File: src/rtl/dvp_rgb565_capture_pkg.sv
// dvp_rgb565_capture_pkg: shared state enum, pixel type and counter widths for the DVP capture block
package dvp_rgb565_capture_pkg;
   localparam int HCNT_W = 12;
   localparam int VCNT_W = 11;
   localparam int SKIP_W = 8;
   typedef enum logic [1:0] {WAIT_VS, SKIP, ARM, ACTIVE} cap_state_t;
   typedef logic [15:0] rgb565_t;
endpackage

File: src/rtl/dvp_sync_edge.sv
// dvp_sync_edge: registers the DVP pins once and flags vsync/href edges against a second stage
//   clk, reset                                  capture clock, synchronous active-high reset
//   vsync_in, href_in, data_in                  raw DVP pins
//   r_vsync, r_href, r_data                     first-stage registered pins
//   vsync_rise, vsync_fall, href_rise, href_fall single-cycle edge flags aligned with r_*
module dvp_sync_edge (
   input  logic       clk,
   input  logic       reset,
   input  logic       vsync_in,
   input  logic       href_in,
   input  logic [7:0] data_in,
   output logic       r_vsync,
   output logic       r_href,
   output logic [7:0] r_data,
   output logic       vsync_rise,
   output logic       vsync_fall,
   output logic       href_rise,
   output logic       href_fall
);
   logic       vsync_q, href_q, vsync_dly_q, href_dly_q;
   logic [7:0] data_q;
   always_ff @(posedge clk)
      if (reset) begin
         vsync_q     <= 1'b0;
         href_q      <= 1'b0;
         data_q      <= '0;
         vsync_dly_q <= 1'b0;
         href_dly_q  <= 1'b0;
      end else begin
         vsync_q     <= vsync_in;
         href_q      <= href_in;
         data_q      <= data_in;
         vsync_dly_q <= vsync_q;
         href_dly_q  <= href_q;
      end
   assign r_vsync    = vsync_q;
   assign r_href     = href_q;
   assign r_data     = data_q;
   assign vsync_rise = vsync_q & ~vsync_dly_q;
   assign vsync_fall = ~vsync_q & vsync_dly_q;
   assign href_rise  = href_q & ~href_dly_q;
   assign href_fall  = ~href_q & href_dly_q;
endmodule

File: src/rtl/dvp_rgb565_capture.sv
// dvp_rgb565_capture: packs OV5640 DVP byte pairs into RGB565 pixels with frame/line markers
//   clk, reset     capture clock (cmos_pclk), synchronous active-high reset
//   enable         capture enable, sampled at vsync falling while armed
//   cmos_vsync, cmos_href, cmos_data   DVP pins, high byte first
//   pix_valid, pix_data, pix_sof, pix_eol   pixel strobe, RGB565 word, first-of-frame, last-of-line
//   frame_done     pulse at end of each captured frame; frame_cnt counts them (wraps)
//   err_line, err_frame   sticky malformed line / frame flags
//   DVP_CAPTURE_PATTERN_EN: pix_data becomes {hcnt[4:0], vcnt[5:0], hcnt[4:0]}
module dvp_rgb565_capture
   import dvp_rgb565_capture_pkg::*;
#(
   parameter int IMG_H       = 1920,
   parameter int IMG_V       = 1080,
   parameter int SKIP_FRAMES = 10
) (
   input  logic        clk,
   input  logic        reset,
   input  logic        enable,
   input  logic        cmos_vsync,
   input  logic        cmos_href,
   input  logic [7:0]  cmos_data,
   output logic        pix_valid,
   output logic [15:0] pix_data,
   output logic        pix_sof,
   output logic        pix_eol,
   output logic        frame_done,
   output logic        err_line,
   output logic        err_frame,
   output logic [7:0]  frame_cnt
);
   localparam logic [HCNT_W-1:0] H_N       = HCNT_W'(IMG_H);
   localparam logic [HCNT_W-1:0] H_LAST    = HCNT_W'(IMG_H - 1);
   localparam logic [VCNT_W-1:0] V_N       = VCNT_W'(IMG_V);
   localparam logic [SKIP_W-1:0] SKIP_LAST = SKIP_W'(SKIP_FRAMES > 0 ? SKIP_FRAMES - 1 : 0);

   logic       r_vsync, r_href, vs_rise, vs_fall, hr_rise, hr_fall;
   logic [7:0] r_data;

   dvp_sync_edge u_sync (
      .clk       (clk),
      .reset     (reset),
      .vsync_in  (cmos_vsync),
      .href_in   (cmos_href),
      .data_in   (cmos_data),
      .r_vsync   (r_vsync),
      .r_href    (r_href),
      .r_data    (r_data),
      .vsync_rise(vs_rise),
      .vsync_fall(vs_fall),
      .href_rise (hr_rise),
      .href_fall (hr_fall)
   );

   cap_state_t        state_q, state_d;
   logic [SKIP_W-1:0] skip_q, skip_d;
   logic [HCNT_W-1:0] hcnt_q, hcnt_d;
   logic [VCNT_W-1:0] vcnt_q, vcnt_d;
   logic              tog_q, tog_d;
   logic [7:0]        hi_q, hi_d;
   logic              pix_valid_q, pix_valid_d, pix_sof_q, pix_sof_d, pix_eol_q, pix_eol_d;
   rgb565_t           pix_data_q, pix_data_d;
   logic              frame_done_q, frame_done_d, err_line_q, err_line_d, err_frame_q, err_frame_d;
   logic [7:0]        frame_cnt_q, frame_cnt_d;

   always_comb begin
      state_d      = state_q;
      skip_d       = skip_q;
      hcnt_d       = hcnt_q;
      vcnt_d       = vcnt_q;
      tog_d        = tog_q;
      hi_d         = hi_q;
      pix_valid_d  = 1'b0;
      pix_data_d   = pix_data_q;
      pix_sof_d    = 1'b0;
      pix_eol_d    = 1'b0;
      frame_done_d = 1'b0;
      err_line_d   = err_line_q;
      err_frame_d  = err_frame_q;
      frame_cnt_d  = frame_cnt_q;
      case (state_q)
         WAIT_VS: if (vs_rise) begin
            state_d = SKIP_FRAMES > 0 ? SKIP : ARM;
            skip_d  = '0;
         end
         SKIP: if (vs_rise) begin
            skip_d  = &skip_q ? skip_q : skip_q + 1'b1;
            state_d = skip_q == SKIP_LAST ? ARM : SKIP;
         end
         ARM: if (vs_fall && enable) begin
            state_d = ACTIVE;
            hcnt_d  = '0;
            vcnt_d  = '0;
            tog_d   = 1'b0;
         end
         ACTIVE: if (vs_rise) begin
            // a line still open when vsync rises is truncated and never counted
            state_d      = ARM;
            frame_done_d = 1'b1;
            frame_cnt_d  = frame_cnt_q + 1'b1;
            err_frame_d  = err_frame_q | (vcnt_q != V_N);
            err_line_d   = err_line_q | r_href;
         end else begin
            if (hr_rise) hcnt_d = '0;
            if (r_href && (hr_rise || !tog_q)) begin
               hi_d  = r_data;
               tog_d = 1'b1;
            end else if (r_href) begin
               tog_d  = 1'b0;
               hcnt_d = &hcnt_q ? hcnt_q : hcnt_q + 1'b1;
               if (hcnt_q < H_N && vcnt_q < V_N) begin
                  pix_valid_d = 1'b1;
`ifdef DVP_CAPTURE_PATTERN_EN
                  pix_data_d  = {hcnt_q[4:0], vcnt_q[5:0], hcnt_q[4:0]};
`else
                  pix_data_d  = {hi_q, r_data};
`endif
                  pix_sof_d   = hcnt_q == '0 && vcnt_q == '0;
                  pix_eol_d   = hcnt_q == H_LAST;
               end
            end
            // byte count is 2*hcnt plus a pending odd byte
            if (hr_fall) begin
               vcnt_d     = &vcnt_q ? vcnt_q : vcnt_q + 1'b1;
               err_line_d = err_line_q | tog_q | (hcnt_q != H_N);
               tog_d      = 1'b0;
            end
         end
         default: state_d = WAIT_VS;
      endcase
   end

   always_ff @(posedge clk)
      if (reset) begin
         state_q      <= WAIT_VS;
         skip_q       <= '0;
         hcnt_q       <= '0;
         vcnt_q       <= '0;
         tog_q        <= 1'b0;
         hi_q         <= '0;
         pix_valid_q  <= 1'b0;
         pix_data_q   <= '0;
         pix_sof_q    <= 1'b0;
         pix_eol_q    <= 1'b0;
         frame_done_q <= 1'b0;
         err_line_q   <= 1'b0;
         err_frame_q  <= 1'b0;
         frame_cnt_q  <= '0;
      end else begin
         state_q      <= state_d;
         skip_q       <= skip_d;
         hcnt_q       <= hcnt_d;
         vcnt_q       <= vcnt_d;
         tog_q        <= tog_d;
         hi_q         <= hi_d;
         pix_valid_q  <= pix_valid_d;
         pix_data_q   <= pix_data_d;
         pix_sof_q    <= pix_sof_d;
         pix_eol_q    <= pix_eol_d;
         frame_done_q <= frame_done_d;
         err_line_q   <= err_line_d;
         err_frame_q  <= err_frame_d;
         frame_cnt_q  <= frame_cnt_d;
      end

   assign pix_valid  = pix_valid_q;
   assign pix_data   = pix_data_q;
   assign pix_sof    = pix_sof_q;
   assign pix_eol    = pix_eol_q;
   assign frame_done = frame_done_q;
   assign err_line   = err_line_q;
   assign err_frame  = err_frame_q;
   assign frame_cnt  = frame_cnt_q;
endmodule

File: config.mk
export PLATFORM = sky130hd
export DESIGN_NAME = dvp_rgb565_capture
export DESIGN_NICKNAME = d
export VERILOG_FILES = /design/src/rtl/dvp_rgb565_capture_pkg.sv /design/src/rtl/dvp_sync_edge.sv /design/src/rtl/dvp_rgb565_capture.sv
export SDC_FILE = /design/constraint.sdc
export NUM_CORES = 1
export LEC_CHECK = 0
export CAP_MARGIN = 0
export CORE_UTILIZATION = 60
export CTS_BUF_LIST = sky130_fd_sc_hd__clkbuf_4 sky130_fd_sc_hd__clkbuf_8 sky130_fd_sc_hd__clkbuf_16
export DETAILED_ROUTE_END_ITERATION = 8
export GPL_TIMING_DRIVEN = 0
export HOLD_SLACK_MARGIN = 0.12
export PLACE_DENSITY_LB_ADDON = 0.08
export SETUP_SLACK_MARGIN = 0.5
export SLEW_MARGIN = 20
export SYNTH_ARGS = -nofsm -noshare
export SYNTH_HDL_FRONTEND = slang
export SYNTH_SLANG_ARGS = --single-unit
export TNS_END_PERCENT = 20
File: constraint.sdc
create_clock -name clk -period 3.08 [get_ports clk]
set_input_delay 0.77 -clock clk [delete_from_list [all_inputs] [get_ports clk]]
set_output_delay 0.77 -clock clk [all_outputs]
set_load 0.03 [all_outputs]
==> results.sh <==
export IMPL_fmax_ghz=0.417
export IMPL_antenna_cells=0
export IMPL_cp_max_fo=10
export IMPL_ctsHtreeMaxLevel=3
export IMPL_drc=0
export IMPL_multi_input_area_mm2=0.00185
export IMPL_hpwlAfterDp_um=5850
export IMPL_io_buffers=42
export IMPL_run_status="completed"
export IMPL_post_route_util_pct=74.2
export IMPL_slowest_stage="a211oi_1"
export IMPL_synth_top_area_share_pct=45.8
export IMPL_post_cts_buffers=0
export IMPL_seq_area_frac_synth_pct=45.8
export IMPL_ctsLongestPathBuffers=2
export IMPL_final_max_slew_viol_count=0
export IMPL_drive_gt1_share_pct=5.38
export IMPL_die_y_um=80.2
export IMPL_power_density_mw_per_mm2=453
export IMPL_arrival_ns=2.66
export IMPL_grt_pass1_wl_um=13900
export IMPL_vias_per_cell=5.83
export IMPL_num_rows=28
export IMPL_ys_seq_elements=84
export IMPL_dieArea_mm2=0.00643
export IMPL_first_global_vias=2999
export IMPL_routed_wl_um=8480
export IMPL_hold_viol_final=0
export IMPL_startpoint_type="flip-flop"
export IMPL_hold_buffers=0
export IMPL_yosysWarnings=0
export IMPL_root_buffer="clkbuf_8"
export IMPL_worstMarginPinSlew_ns=0.742
export IMPL_postRouteAntennaNets=0
export IMPL_routed_via_count=3254
export IMPL_cts_resized=0
export IMPL_overflow=0
export IMPL_grt_max_degree=16
export IMPL_hold_class="flip-flop to flip-flop"
export IMPL_yosysUniqueCellTypes=52
export IMPL_yosysTopAreaCell="dfxtp_1"
export IMPL_cts_tree="yes"
export IMPL_drt_iter0_markers=247
export IMPL_firstDrtPassIters=5
export IMPL_tns_ns=0
export IMPL_ff_latch_area_mm2=0.00168
export IMPL_synthesis_area_mm2=0.00367
export IMPL_layout_common_cells="84 x dfxtp_1, 45 x nor2_1, 42 x clkdlybuf4s50_1, 41 x nand2_1, 32 x a21oi_1"
export IMPL_synth_top_cells_by_area="dfxtp_1 46%, mux2i_1 4.6%, nor2_1 4.6%"
export IMPL_wl_per_cell_um=15.2
export IMPL_syn_inst=425
export IMPL_start_util_pct=62.0
export IMPL_crit_type="flip-flop to flip-flop"
export IMPL_crit_chain="clkbuf_1 > and2_1 > clkbuf_1 > a21oi_1 > a211oi_1 > nand2_1 > a32o_1"
export IMPL_crit_top_cell="clkbuf_1"
export IMPL_area_growth_pct=19.7
export IMPL_skew_ns=0.00843
export IMPL_place_congestion=0.840
export IMPL_synth_edff_count=0
export IMPL_max_slew_margin_pct=50.1
export IMPL_core_area_mm2=0.00592
export IMPL_grt_usage_pct=28.2
export IMPL_layout_commonest_cell="dfxtp_1"
export IMPL_clkLatencyLatePin_ns=0.36
export IMPL_maxCapViolCount=0
export IMPL_critical_path_required_ns=3.34
export IMPL_synth_ff_type="dfxtp_1"
export IMPL_final_nets=498
export IMPL_numCtsBuffers=9
export IMPL_power_mw=1.99
export IMPL_period_minus_slack_ns=2.40
export IMPL_syn_avg_cell_area_um2=8.63
export IMPL_setup_viol=0
export IMPL_ir_worst_vdd_mv=0.415
export IMPL_async_flop_share_pct=0
export IMPL_rsz0062_at_grt="no"
export IMPL_cts_sinks=84
export IMPL_antenna_found_initial=0
export IMPL_p_leak_nw=1.64
export IMPL_max_stage_delay_ns=0.58
export IMPL_fin_crit_sh_pct=77.9
export IMPL_path_clk_slew_ns=0.09
export IMPL_syn_nets=445
export IMPL_end_kind="flip-flop"
export IMPL_die_w_um=80.2
export IMPL_ios=43
export IMPL_fill_cells=466
per-layer routing:
metal | up-vias | global-route usage, % | routed length [um]
li1 | 1624 | - | -
met1 | 1519 | 35.7 | 3830
met2 | 100 | 46.8 | 4100
met3 | 11 | 7.95 | 452
met4 | 0 | 8.21 | 93
met5 | - | 0 | 0
per-stage QoR:
| stage | cell area [um2] | worst slack [ns] | hold WS [ns] | cells |
|---|---|---|---|---|
| CTS | 4390 | 0.710 | 0.451 | 558 |
| finish | 4390 | 0.681 | 0.457 | 558 |
| global route | 4390 | 0.510 | 0.475 | 558 |
| detailed placement | 4180 | 0.430 | 0.438 | 542 |
| global placement | 4180 | 0.416 | 0.443 | 542 |
| floorplan | 3670 | 1.09 | 0.436 | 425 |
path summary, 6_finish.rpt:
check | slack [ns] | start | cells past startpoint | to
worst max-delay path | 0.68 | state_q[1] | 7 | vcnt_q[4]
worst min-delay path | 0.46 | err_frame | 2 | err_frame
worst max register to register | 0.68 | state_q[1] | 7 | vcnt_q[4]
worst min register to register | 0.46 | err_frame | 2 | err_frame
cell type report:
class,instances,share of cell area (%)
well taps,75,2.14
multi-input cells,308,42.2
plain buffers,22,2.11
clock inverters,6,1.62
flip-flops and latches,84,38.3
clock buffers,10,3.13
inverters,11,0.940
repair buffers,42,9.57
Yosys cell counts, types with 2 or more instances:
| library cell | n |
|---|---|
| nand3_1 | 24 |
| nor3b_1 | 5 |
| a31oi_1 | 3 |
| and4_1 | 4 |
| nor2b_1 | 13 |
| a22o_1 | 2 |
| inv_1 | 11 |
| nand2_1 | 41 |
| o21ai_0 | 21 |
| xor2_1 | 5 |
| ha_1 | 7 |
| clkbuf_1 | 19 |
| nand4_1 | 12 |
| or4_4 | 2 |
| a211oi_1 | 3 |
| a21oi_1 | 32 |
| and4b_1 | 2 |
| or3_1 | 4 |
| and2_1 | 2 |
| a41oi_1 | 2 |
| mux2i_1 | 17 |
| nor3_1 | 10 |
| o41ai_1 | 3 |
| nand2b_1 | 3 |
| a32o_1 | 2 |
| nor4_1 | 7 |
| xnor2_1 | 7 |
| dfxtp_1 | 84 |
| a32oi_1 | 2 |
| and3_1 | 10 |
| nor2_1 | 45 |
critical path: cells and delay by family, from the launching register on:
| kind | cells | cell delay (ns) |
|---|---|---|
| AO/OA/AOI/OAI | 3 | 1.05 |
| buffers and inverters | 2 | 0.61 |
| flip-flops | 1 | 0.33 |
| AND/OR/NAND/NOR | 2 | 0.30 |
cell families (layout without fill, tap and decap cells):
group / count (synthesis) / count (layout) / synth area share, %
simple gates: 192 / 192 / 27.3
flops: 84 / 84 / 45.8
compound gates: 79 / 79 / 13.1
buf+inv: 33 / 91 / 3.62
mux: 18 / 18 / 4.95
xor+xnor: 12 / 12 / 2.86
fa+ha+maj: 7 / 7 / 2.39
registers in the layout, summed over array words and instances, names as in the netlist:
name,count
pix_sof,1
hcnt_q,12
tog_q,1
state_q,2
err_frame,1
hi_q,8
u_sync.href_dly_q,1
vcnt_q,11
u_sync.vsync_dly_q,1
frame_done,1
frame_cnt,8
u_sync.r_data,8
u_sync.r_href,1
pix_valid,1
err_line,1
pix_data,16
u_sync.r_vsync,1
pix_eol,1
skip_q,8
report_power, final:
part	switching [mW]	internal (mW)	leakage, nW
combinational	0.0365	0.0259	0.851
clock	0.422	0.405	0.105
sequential	0.00634	1.09	0.680
Power figures use the tool's default switching activity.
